<file path="config.mk">
export PLATFORM = sky130hd
export DESIGN_NAME = bkm_iter_ctrl
export DESIGN_NICKNAME = d
export VERILOG_FILES = /design/src/rtl/bkm_iter_ctrl.sv
export SDC_FILE = /design/constraint.sdc
export NUM_CORES = 1
export LEC_CHECK = 0
export CAP_MARGIN = 25
export CORE_ASPECT_RATIO = 0.6
export CORE_UTILIZATION = 30
export DETAILED_ROUTE_END_ITERATION = 8
export MAX_ROUTING_LAYER = met4
export PLACE_DENSITY = 0.55
export SLEW_MARGIN = 20
export SYNTH_ARGS = -nofsm -noshare
export SYNTH_HDL_FRONTEND = slang
export SYNTH_SLANG_ARGS = --single-unit
export TNS_END_PERCENT = 5
</file>
<file path="constraint.sdc">
create_clock -name clk -period 6.2 [get_ports clk]
set_clock_uncertainty 0.2 [all_clocks]
set_input_delay 0.93 -clock clk [delete_from_list [all_inputs] [get_ports clk]]
set_output_delay 0.93 -clock clk [all_outputs]
set_load 0.1 [all_outputs]
</file>
<file path="src/rtl/bkm_iter_ctrl.sv">
// bkm_iter_ctrl: BKM iteration sequencer feeding (mode, format, n, d_x_n, d_y_n) to lut_decoder
module bkm_iter_ctrl #(
    parameter int LOG2N  = 6,
    parameter int N_ITER = 64
) (
    input  logic             clk,
    input  logic             arst_n,
    input  logic             srst,
    input  logic             enable,
    input  logic             start,
    input  logic             abort,
    input  logic             mode,
    input  logic [1:0]       format,
    input  logic [1:0]       d_x_in,
    input  logic [1:0]       d_y_in,
    output logic             ready,
    output logic             load,
    output logic             step_valid,
    output logic             lut_mode,
    output logic [1:0]       lut_format,
    output logic [LOG2N-1:0] lut_n,
    output logic [1:0]       lut_d_x_n,
    output logic [1:0]       lut_d_y_n,
    output logic             done,
    output logic             err_digit
);
    typedef enum logic [1:0] {IDLE, LOAD, ITER, DONE} state_t;
    localparam logic [LOG2N-1:0] LAST = LOG2N'(N_ITER - 1);
    state_t state;
    logic [LOG2N-1:0] cnt;
    logic x_bad, y_bad;
    // digit code 10 is illegal; it is forwarded as zero and flagged
    always_comb begin
        x_bad = d_x_in == 2'b10;
        y_bad = d_y_in == 2'b10;
    end
    // sequencer: pulses clear on every edge unless re-asserted; disabled edges only drop the pulses
    always_ff @(posedge clk or negedge arst_n) begin
        if (!arst_n) begin
            state      <= IDLE;
            cnt        <= '0;
            ready      <= 1'b1;
            load       <= 1'b0;
            step_valid <= 1'b0;
            done       <= 1'b0;
            lut_mode   <= 1'b0;
            lut_format <= 2'b00;
            lut_n      <= '0;
            lut_d_x_n  <= 2'b00;
            lut_d_y_n  <= 2'b00;
            err_digit  <= 1'b0;
        end else if (srst) begin
            state      <= IDLE;
            cnt        <= '0;
            ready      <= 1'b1;
            load       <= 1'b0;
            step_valid <= 1'b0;
            done       <= 1'b0;
            lut_mode   <= 1'b0;
            lut_format <= 2'b00;
            lut_n      <= '0;
            lut_d_x_n  <= 2'b00;
            lut_d_y_n  <= 2'b00;
            err_digit  <= 1'b0;
        end else begin
            load       <= 1'b0;
            step_valid <= 1'b0;
            done       <= 1'b0;
            if (enable) begin
                if (state != IDLE && abort) begin
                    state <= IDLE;
                    ready <= 1'b1;
                end else begin
                    case (state)
                        IDLE: if (start && !abort) begin
                            state      <= LOAD;
                            ready      <= 1'b0;
                            load       <= 1'b1;
                            cnt        <= '0;
                            lut_mode   <= mode;
                            lut_format <= format;
                            err_digit  <= 1'b0;
                        end
                        LOAD: state <= ITER;
                        ITER: begin
                            lut_n      <= cnt;
                            lut_d_x_n  <= x_bad ? 2'b00 : d_x_in;
                            lut_d_y_n  <= y_bad ? 2'b00 : d_y_in;
                            err_digit  <= err_digit | x_bad | y_bad;
                            step_valid <= 1'b1;
                            if (cnt == LAST) state <= DONE;
                            else cnt <= cnt + 1'b1;
                        end
                        DONE: begin
                            done  <= 1'b1;
                            ready <= 1'b1;
                            state <= IDLE;
                        end
                        default: state <= IDLE;
                    endcase
                end
            end
        end
    end
endmodule

</file>
==> results by group <==
Status
  • Status: completed

Clock network
  • Post-CTS sizing: 0
  • Setup repair bufs after CTS: 0
  • Number of clock sinks: 26
  • TritonCTS clock tree: built
  • Clk root buf: clkbuf_8
  • Num CTS Buffers: 3
  • Worst-Skew Late Latency: 0.27 ns
  • # hold bufs at CTS: 0
  • H-tree depth: 1
  • Clk buf depth: 2
  • CTS clk-pin slew, worst paths: 0.09 ns

Power
  • Internal power: 0.2470 mW
  • Peak supply drop: 0.00006526 V
  • Final Power: 0.3339 mW
  • Net Sw Frac: 26.05%
  • Net switching power: 0.08698 mW
  • Sequential power share: 52.1%
  • P_leak: 0.7511 nW
  • Clock Power Share: 32.6%
  • PwrDens: 200.8 nW/um^2
  • Logic pwr share: 15.3%

STA
  • Setup-failing EPs final: 0
  • Final Hold Fails: 0
  • Final Cycle Share: 49.42%
  • Worst Setup Slack, final: 3.136 ns
  • Total Neg Setup Slack: 0 ns
  • Tmin final: 3.064 ns
  • Hold_ws: 0.3016 ns
  • Least-Margin Pin Slew: 0.9735 ns
  • Fmax: 0.3264 GHz
  • Max Slew Vio Count: 0
  • RSZ-0062 raised after global routing: false
  • Slew Limit Headroom: 34.89%

Place
  • Setup WS pre-CTS: 3.009 ns
  • GPL Wtd Cong: 0.8240
  • PortBufs: 30
  • Hpwl dp: 2164 um
  • DP Area: 1602 um^2
  • Dpl cells: 187

Logic synthesis
  • Post-synth top area share: 50.15%
  • Synth cell types: 35
  • Most used DFF post-synth: dfrtp_1
  • Compound-gate portion of the synthesized area: 21.46%
  • Post-Syn Nets: 130
  • Count of flip-flops with a built-in enable after synthesis: 0
  • Mapped Area: 1247 um^2
  • Synthesized area per cell: 11.14 um^2
  • Syn Inst Count: 112
  • Yosys warnings: 0
  • Seq/Total Area, Yosys: 52.26%
  • Largest family of logic cells by synthesized area: compound AO/OA/AOI/OAI gates
  • Most frequent cell after synthesis: dfrtp_1
  • Adder-Cell Fraction of Synth Area: 5.015%
  • Top post-synthesis cells by area: dfrtp_1 50%, a22o_1 7.7%, ha_1 5.0%
  • Synth Area in Simple Gates: 14.04%
  • Top post-synthesis cells by count: 25 x dfrtp_1, 11 x a22o_1, 7 x inv_1, 6 x nor2_1
  • Register bit total from synthesis: 26
  • Post-synth ARST share: 100.0%
  • XOR/XNOR share of the synthesized area: 0%
  • Mux contribution to synthesized area: 4.112%
  • Cell taking the most area after synthesis: dfrtp_1

Route
  • Via count: 1,012
  • Post-Route WL: 3012 um
  • DR iter-0 viols: 41
  • Vias per Instance: 5.298
  • DRC Markers: 0
  • ANT nets after route: 0
  • WL/cell: 15.77 um
  • Pre-antenna DRT Iters: 4

Floorplan
  • Die span in x: 85.25 um
  • Io pins: 31
  • Starting Density: 32.58%
  • Core area: 3829 um^2
  • Rows: 17
  • Die Footprint: 4429 um^2
  • Die Y-Extent: 51.95 um

Global routing
  • First-pass GRT wire length: 5133 um
  • All-layer global routing usage: 15.71%
  • Vias in the first global route: 1,005
  • Initial antenna violation count: 0
  • Global route overflow: 0
  • Largest net degree at the start of global routing: 27

Finish
  • Fill cells: 358
  • Fin area: 1663 um^2
  • Layout cells sized above 1: 9.028%
  • Nets: 163
  • Final antenna diode count: 0
  • Cell Count, Final, Fillers Out: 191
  • Area delta synth->final: 33.30%
  • Core Util, Final: 43.43%

Worst setup path
  • Critical Path RT: 5.07 ns
  • Critical-path maximum fanout: 2
  • CP max-delay cell: clkdlybuf4s50_1
  • Worst Path Arrival: 1.93 ns
  • Setup crit start kind: flop
  • CP endpoint kind: output port
  • WS Path Type: flop to output port
  • Number of buffers and inverters on the critical path: 1
  • CP peak stage delay: 1.12 ns
  • Critical path cell sequence: clkdlybuf4s50_1
  • R2r setup slk: 3.92 ns
  • CP top delay family: buffers and inverters

Min path
  • Min-delay worst type: flop to flop

Job
  • Max-cap violations: 0
-- final timing paths --
kind	start	to	depth (start not counted)
worst max register to register	state[0]$_DFFE_PN0P_	lut_n[1]$_DFFE_PN0P_	6
worst max-delay path	ready$_DFFE_PN1P_	ready	1
min in group asynchronous	arst_n	lut_format[1]$_DFFE_PN0P_	2
worst min register to register	lut_d_x_n[1]$_DFFE_PN0P_	lut_d_x_n[1]$_DFFE_PN0P_	1
worst min-delay path	lut_d_x_n[1]$_DFFE_PN0P_	lut_d_x_n[1]$_DFFE_PN0P_	1
max in group asynchronous	arst_n	ready$_DFFE_PN1P_	2
-- placed cells by master (no fill, tap or decap), types with 2 or more instances in the layout --
cell	synthesis	final
clkdlybuf4s50_1	0	30
dfrtp_1	25	25
a22o_1	11	11
inv_1	7	7
nor2_1	6	6
nand2b_1	5	5
o21ai_0	5	5
nor3_1	5	5
ha_1	5	5
nand3_1	4	4
mux2i_1	4	4
clkbuf_8	0	4
nor2b_1	3	3
a21oi_1	3	3
a21o_1	3	3
nand2_1	2	2
a32o_1	2	2
-- registers in the layout (all words and copies together) (netlist names), 2 cells and up --
name        count
state           2
lut_n           6
lut_format      2
lut_d_y_n       2
lut_d_x_n       2
cnt             6
-- routing by layer --
metal	GRT usage, %	part of all wire [%]
met3	5.397	7.5
met2	22.31	39
met4	1.944	0.33
met5	-	0
met1	22.20	53
-- power groups by stage --
stage / clock network, mW / logic [mW] / registers, mW
2_1_floorplan: 0 / 0.0150 / 0.192
3_3_place_gp: 0 / 0.0506 / 0.177
3_5_place_dp: 0 / 0.0510 / 0.177
4_1_cts: 0.114 / 0.0513 / 0.174
5_1_grt: 0.122 / 0.0553 / 0.174
6_report: 0.109 / 0.0512 / 0.174
-- final cells by class --
| cell class | instances | area [um^2] | share of cell area [%] |
|---|---|---|---|
| Inverter | 7 | 26.28 | 1.580 |
| Clock buffer | 4 | 55.05 | 3.311 |
| Timing Repair Buffer | 31 | 307.8 | 18.51 |
| Sequential cell | 26 | 651.9 | 39.20 |
| Tap cell | 47 | 58.81 | 3.537 |
| Multi-Input combinational cell | 76 | 563.0 | 33.86 |
-- logic make-up (layout without fill, tap and decap cells) --
logic type / Yosys count / in the layout
buffers and inverters: 10 / 42
adders and majority gates: 5 / 5
AOI/OAI and AO/OA: 35 / 35
DFF: 26 / 26
muxes: 5 / 5
and+or+nand+nor: 31 / 31
Note: power is estimated with default switching activity, not from simulation.
==> patch 1, RTL diff (same settings) <==
Put one more register stage on the output `err_digit`, with the module's reset. The value now appears one clock later. The other outputs are not delayed to match.
--- a/src/rtl/bkm_iter_ctrl.sv
+++ b/src/rtl/bkm_iter_ctrl.sv
@@ -26,6 +26,8 @@
 );
     typedef enum logic [1:0] {IDLE, LOAD, ITER, DONE} state_t;
     localparam logic [LOG2N-1:0] LAST = LOG2N'(N_ITER - 1);
+
+    logic err_digit_s0;
     state_t state;
     logic [LOG2N-1:0] cnt;
     logic x_bad, y_bad;
@@ -48,7 +50,7 @@
             lut_n      <= '0;
             lut_d_x_n  <= 2'b00;
             lut_d_y_n  <= 2'b00;
-            err_digit  <= 1'b0;
+            err_digit_s0 <= 1'b0;
         end else if (srst) begin
             state      <= IDLE;
             cnt        <= '0;
@@ -61,7 +63,7 @@
             lut_n      <= '0;
             lut_d_x_n  <= 2'b00;
             lut_d_y_n  <= 2'b00;
-            err_digit  <= 1'b0;
+            err_digit_s0 <= 1'b0;
         end else begin
             load       <= 1'b0;
             step_valid <= 1'b0;
@@ -79,14 +81,14 @@
                             cnt        <= '0;
                             lut_mode   <= mode;
                             lut_format <= format;
-                            err_digit  <= 1'b0;
+                            err_digit_s0 <= 1'b0;
                         end
                         LOAD: state <= ITER;
                         ITER: begin
                             lut_n      <= cnt;
                             lut_d_x_n  <= x_bad ? 2'b00 : d_x_in;
                             lut_d_y_n  <= y_bad ? 2'b00 : d_y_in;
-                            err_digit  <= err_digit | x_bad | y_bad;
+                            err_digit_s0 <= err_digit_s0 | x_bad | y_bad;
                             step_valid <= 1'b1;
                             if (cnt == LAST) state <= DONE;
                             else cnt <= cnt + 1'b1;
@@ -102,5 +104,13 @@
             end
         end
     end
+    always_ff @(posedge clk or negedge arst_n) begin
+        if (!arst_n) begin
+            err_digit <= '0;
+        end else begin
+            err_digit <= err_digit_s0;
+        end
+    end
+
 endmodule
 
Check against the original RTL: not equivalent (Yosys sat finds a counterexample within 4 cycles, from zero or initial values and one cycle with arst_n low).
==> patch 1 against the original RTL <==
Total power up 16%. Largest cell class unchanged. Sequential cell count up 1. Critical path depth unchanged. Design area up 1.6%. Wire length down 4.9%. Worst setup slack better by 0.011 ns. Area after synthesis up 2.3%.
==> patch 1: results (changes against the original RTL) <==
run_status:
  outcome: "finished, final reports clean"
place:
  place_ws_ns: 3.283  # +0.2740 ns
  gp_congestion: 0.8438  # +2.4%
  dpl_cell_area_sq_mm: 0.001643  # +2.6%
  dp_hpwl_um: 2091  # -3.4%
sta:
  hold_ws_ns: 0.1924  # -0.1092 ns
  finalWorstSetupSlack_ns: 3.147  # +0.01111 ns
  worst-slew-pin-transition_ns: 0.9832  # +0.009634 ns
worst_setup_path:
  reg2reg_setup_slack_ns: 4.20  # +0.28 ns
  r2r_end: "cnt[0]"
detailed_routing:
  met3_length_um: 178  # -21%
  top_layer: "met3"
  met1Wirelength_um: 1529  # -4.5%
  drt_iter0_drc: 34  # -17%
  vias_per_cell: 4.861  # -8.3%
  met2_length_um: 1156  # -1.5%
global_route:
  grt_usage_pct: 14.65  # -1.1 points
  grt_use_met1_pct: 19.90  # -2.3 points
  met3_usage_pct: 4.567  # -0.83 points
  met2_usage_pct: 22.62  # +0.31 points
  grt_pass1_vias: 1017  # +1.2%
  grt_pass1_wl_um: 4871  # -5.1%
min_path:
  worstHoldStart: "err_digit_s0"
  hold_depth: 0  # -1
  holdPathEnd: "err_digit"
yosys:
  synth-compound-area-share_pct: 22.16  # +0.69 points
  synth_area_leaders: "dfrtp_1 (51%), a22o_1 (6.9%), ha_1 (4.9%)"
  synth_fa_ha_area_share_pct: 4.902  # -0.11 points
  muxShareOfSynthArea_pct: 5.686  # +1.6 points
  ys_seq_area_share_pct: 53.04  # +0.78 points
  syn_nets: 129  # -0.77%
final_layout:
  seqCellArea_sq_um: 676.9  # +3.8%
  fin_cells: 201  # +5.2%
  nFillCells: 373  # +4.2%
power_and_ir_drop:
  cellLeakagePower_nw: 0.7524  # +0.18%
  ir_drop_uv: 68.82  # +5.5%
  sw_frac_of_total_pct: 32.09  # +6.0 points
## patch 1: logic make-up (layout without fill, tap and decap cells)
logic type	after synthesis	after routing
fa+ha+maj	5	5
simple gates	29	29
flops	27	27
mux	7	7
buf+inv	7	40
compound gates	36	36
## patch 1: area by class of cell
cell class | count | area share (%)
Multi-Input combinational cell | 77 | 33.63
Clock inverter | 1 | 0.2963
Timing Repair Buffer | 31 | 18.22
Tap cell | 57 | 4.222
Clock buffer | 3 | 2.444
Sequential cell | 27 | 40.07
Inverter | 5 | 1.111
## patch 1: power groups by stage
stage	combinational, mW	sequential, mW	clock (mW)
3_5_place_dp	0.0991	0.190	0
6_report	0.0987	0.187	0.100
3_3_place_gp	0.0985	0.190	0
2_1_floorplan	0.0428	0.216	0
4_1_cts	0.0995	0.187	0.105
5_1_grt	0.107	0.188	0.116
==> patch 2, RTL diff (same flow settings) <==
Made on the original files. Change the parameter `LOG2N` from 6 to 5.
--- a/src/rtl/bkm_iter_ctrl.sv
+++ b/src/rtl/bkm_iter_ctrl.sv
@@ -1,6 +1,6 @@
 // bkm_iter_ctrl: BKM iteration sequencer feeding (mode, format, n, d_x_n, d_y_n) to lut_decoder
 module bkm_iter_ctrl #(
-    parameter int LOG2N  = 6,
+    parameter int LOG2N  = 5,
     parameter int N_ITER = 64
 ) (
     input  logic             clk,
Interface: changed (resized lut_n); port bits go from 31 to 30. The function was not compared with the original's and may differ.
==> patch 2 against the original RTL <==
Wire length decreased by 15%. Count of clock-buffer cells in the layout decreased by 1. Hold slack improved by 0.0021 ns. Sequential share of layout area decreased by 0.60 points. Design area decreased by 6.2%. Critical path type unchanged. Area after synthesis decreased by 8.7%. Worst setup slack about the same. Sequential cell count decreased by 2. Die area decreased by 8.5%. Register-to-register slack improved by 0.09 ns.
Power is not compared: it rests on default switching activity, and its combinational part moved more than twofold at a synthesized area within 25%.
==> patch 2: results (changes against the original RTL) <==
yosys:
  synth_commonest_cells: "dfrtp_1 (23), nor2_1 (8), a22o_1 (7), nand2_1 (7), ha_1 (6)"
  ys_seq_area_share_pct: 52.86  # +0.60 points
  syn_nets: 124  # -4.6%
  synth_cell_types: 32  # -8.6%
  async_flop_share_pct: 100.0  # unchanged
  synth_area_leaders: "dfrtp_1 (51%), ha_1 (6.6%), a22o_1 (5.4%)"
  yosys_warnings: 0  # unchanged
worst_setup_path:
  cpMaxStageDelayCell: "clkdlybuf4s50_1"
  reg2reg_setup_slack_ns: 4.01  # +0.09 ns
  worstPathMaxFanout: 2  # unchanged
  arrival_ns: 1.93  # about the same
  cpLargestDelayFamily: "buffers and inverters"
  slowest_delay_ns: 1.12  # about the same
clock_tree:
  cts_resized: 0  # unchanged
  clk_pin_slew_ns: 0.09  # about the same
  cts_made_buffers: 3  # unchanged
  clk_latency_ns: 0.27  # about the same
  cts_setup_buffers: 0  # unchanged
  cts_root_buf: "clkbuf_8"
  htreeDepth: 1  # unchanged
  cts_buffer_depth: 2  # unchanged
final_layout:
  reg_top3: "cnt x5, lut_n x5"
  nNetsFinal: 156  # -4.3%
  drive_gt1_share_pct: 4.412  # -4.6 points
  nFillCells: 331  # -7.5%
  antenna_cells: 0  # unchanged
global_route:
  grt_pass1_wl_um: 4519  # -12%
  grt_pass1_vias: 907  # -9.8%
  antenna_found_initial: 0  # unchanged
  grt_remaining_overflow: 0  # unchanged
  grt_max_degree: 15  # -44%
  grt_usage_pct: 15.65  # -0.065 points
power_and_ir_drop:
  cellLeakagePower_nw: 0.6986
  ir_drop_uv: 101.1
sta:
  hold_ws_ns: 0.3037  # +0.002120 ns
  worst-slew-pin-transition_ns: 0.9814  # +0.007873 ns
place:
  gp_congestion: 0.8727  # +5.9%
  dpl_cell_area_sq_mm: 0.001488  # -7.1%
  dp_hpwl_um: 1946  # -10%
  portBuffers: 29  # -3.3%
detailed_routing:
  num_vias: 893  # -12%
  drt_iter0_drc: 53  # +29%
  totalWireLength_um: 2570  # -15%
  dr.pass1.iters: 4  # unchanged
min_path:
  min_path_type: "register to register"
run_status:
  outcome: "finished, final reports clean"
==> patch 2: worst paths after layout <==
| kind | startpoint | end | depth (start not counted) |
|---|---|---|---|
| worst max-delay path | ready | ready | 1 |
| worst max register to register | state[0] | lut_d_x_n[1] | 6 |
| worst min register to register | lut_d_x_n[0] | lut_d_x_n[0] | 1 |
| worst min-delay path | lut_d_x_n[0] | lut_d_x_n[0] | 1 |
| max in group asynchronous | arst_n | ready | 2 |
| min in group asynchronous | arst_n | err_digit | 1 |
==> patch 2: through the flow <==
step                      power [mW]  util, %  cells  setup WS [ns]
after detailed placement      0.3364    43.20    177          3.215
final                         0.4700    45.28    181          3.136
after global routing          0.4959    45.28    181          3.102
after global placement        0.3345    42.77    176          3.292
after CTS                     0.4734    45.28    181          3.128
after floorplan               0.2914        -    105          3.898
==> patch 2: area by class of cell <==
cell class / instances / area share (%)
flip-flops and latches: 24 / 38.60
multi-input cells: 73 / 32.42
repair buffers: 30 / 19.58
well taps: 45 / 3.612
clock buffers: 3 / 2.648
clock inverters: 1 / 1.926
inverters: 5 / 1.204
==> patch 2: logic make-up (layout without fill, tap and decap cells) <==
family,Yosys count,count (layout),synth area share [%]
and+or+nand+nor,36,36,16.82
AOI/OAI and AO/OA,27,27,17.47
DFF,24,24,52.86
buffers and inverters,8,39,2.747
adders and majority gates,6,6,6.593
muxes,4,4,3.517
==> patch 2: power by group <==
part,internal [mW],leakage [nW],switching (mW)
registers,0.170,0.329,0.0103
logic,0.0493,0.334,0.104
clock network,0.0863,0.0357,0.0496
total,0.306,0.699,0.164
==> patch 2: metal layers <==
metal	wire, um	vias up	global-route usage (%)
met5	0	-	-
met4	11	0	2.381
li1	-	448	-
met2	1077	20	21.11
met1	1388	423	23.19
met3	92	2	4.630
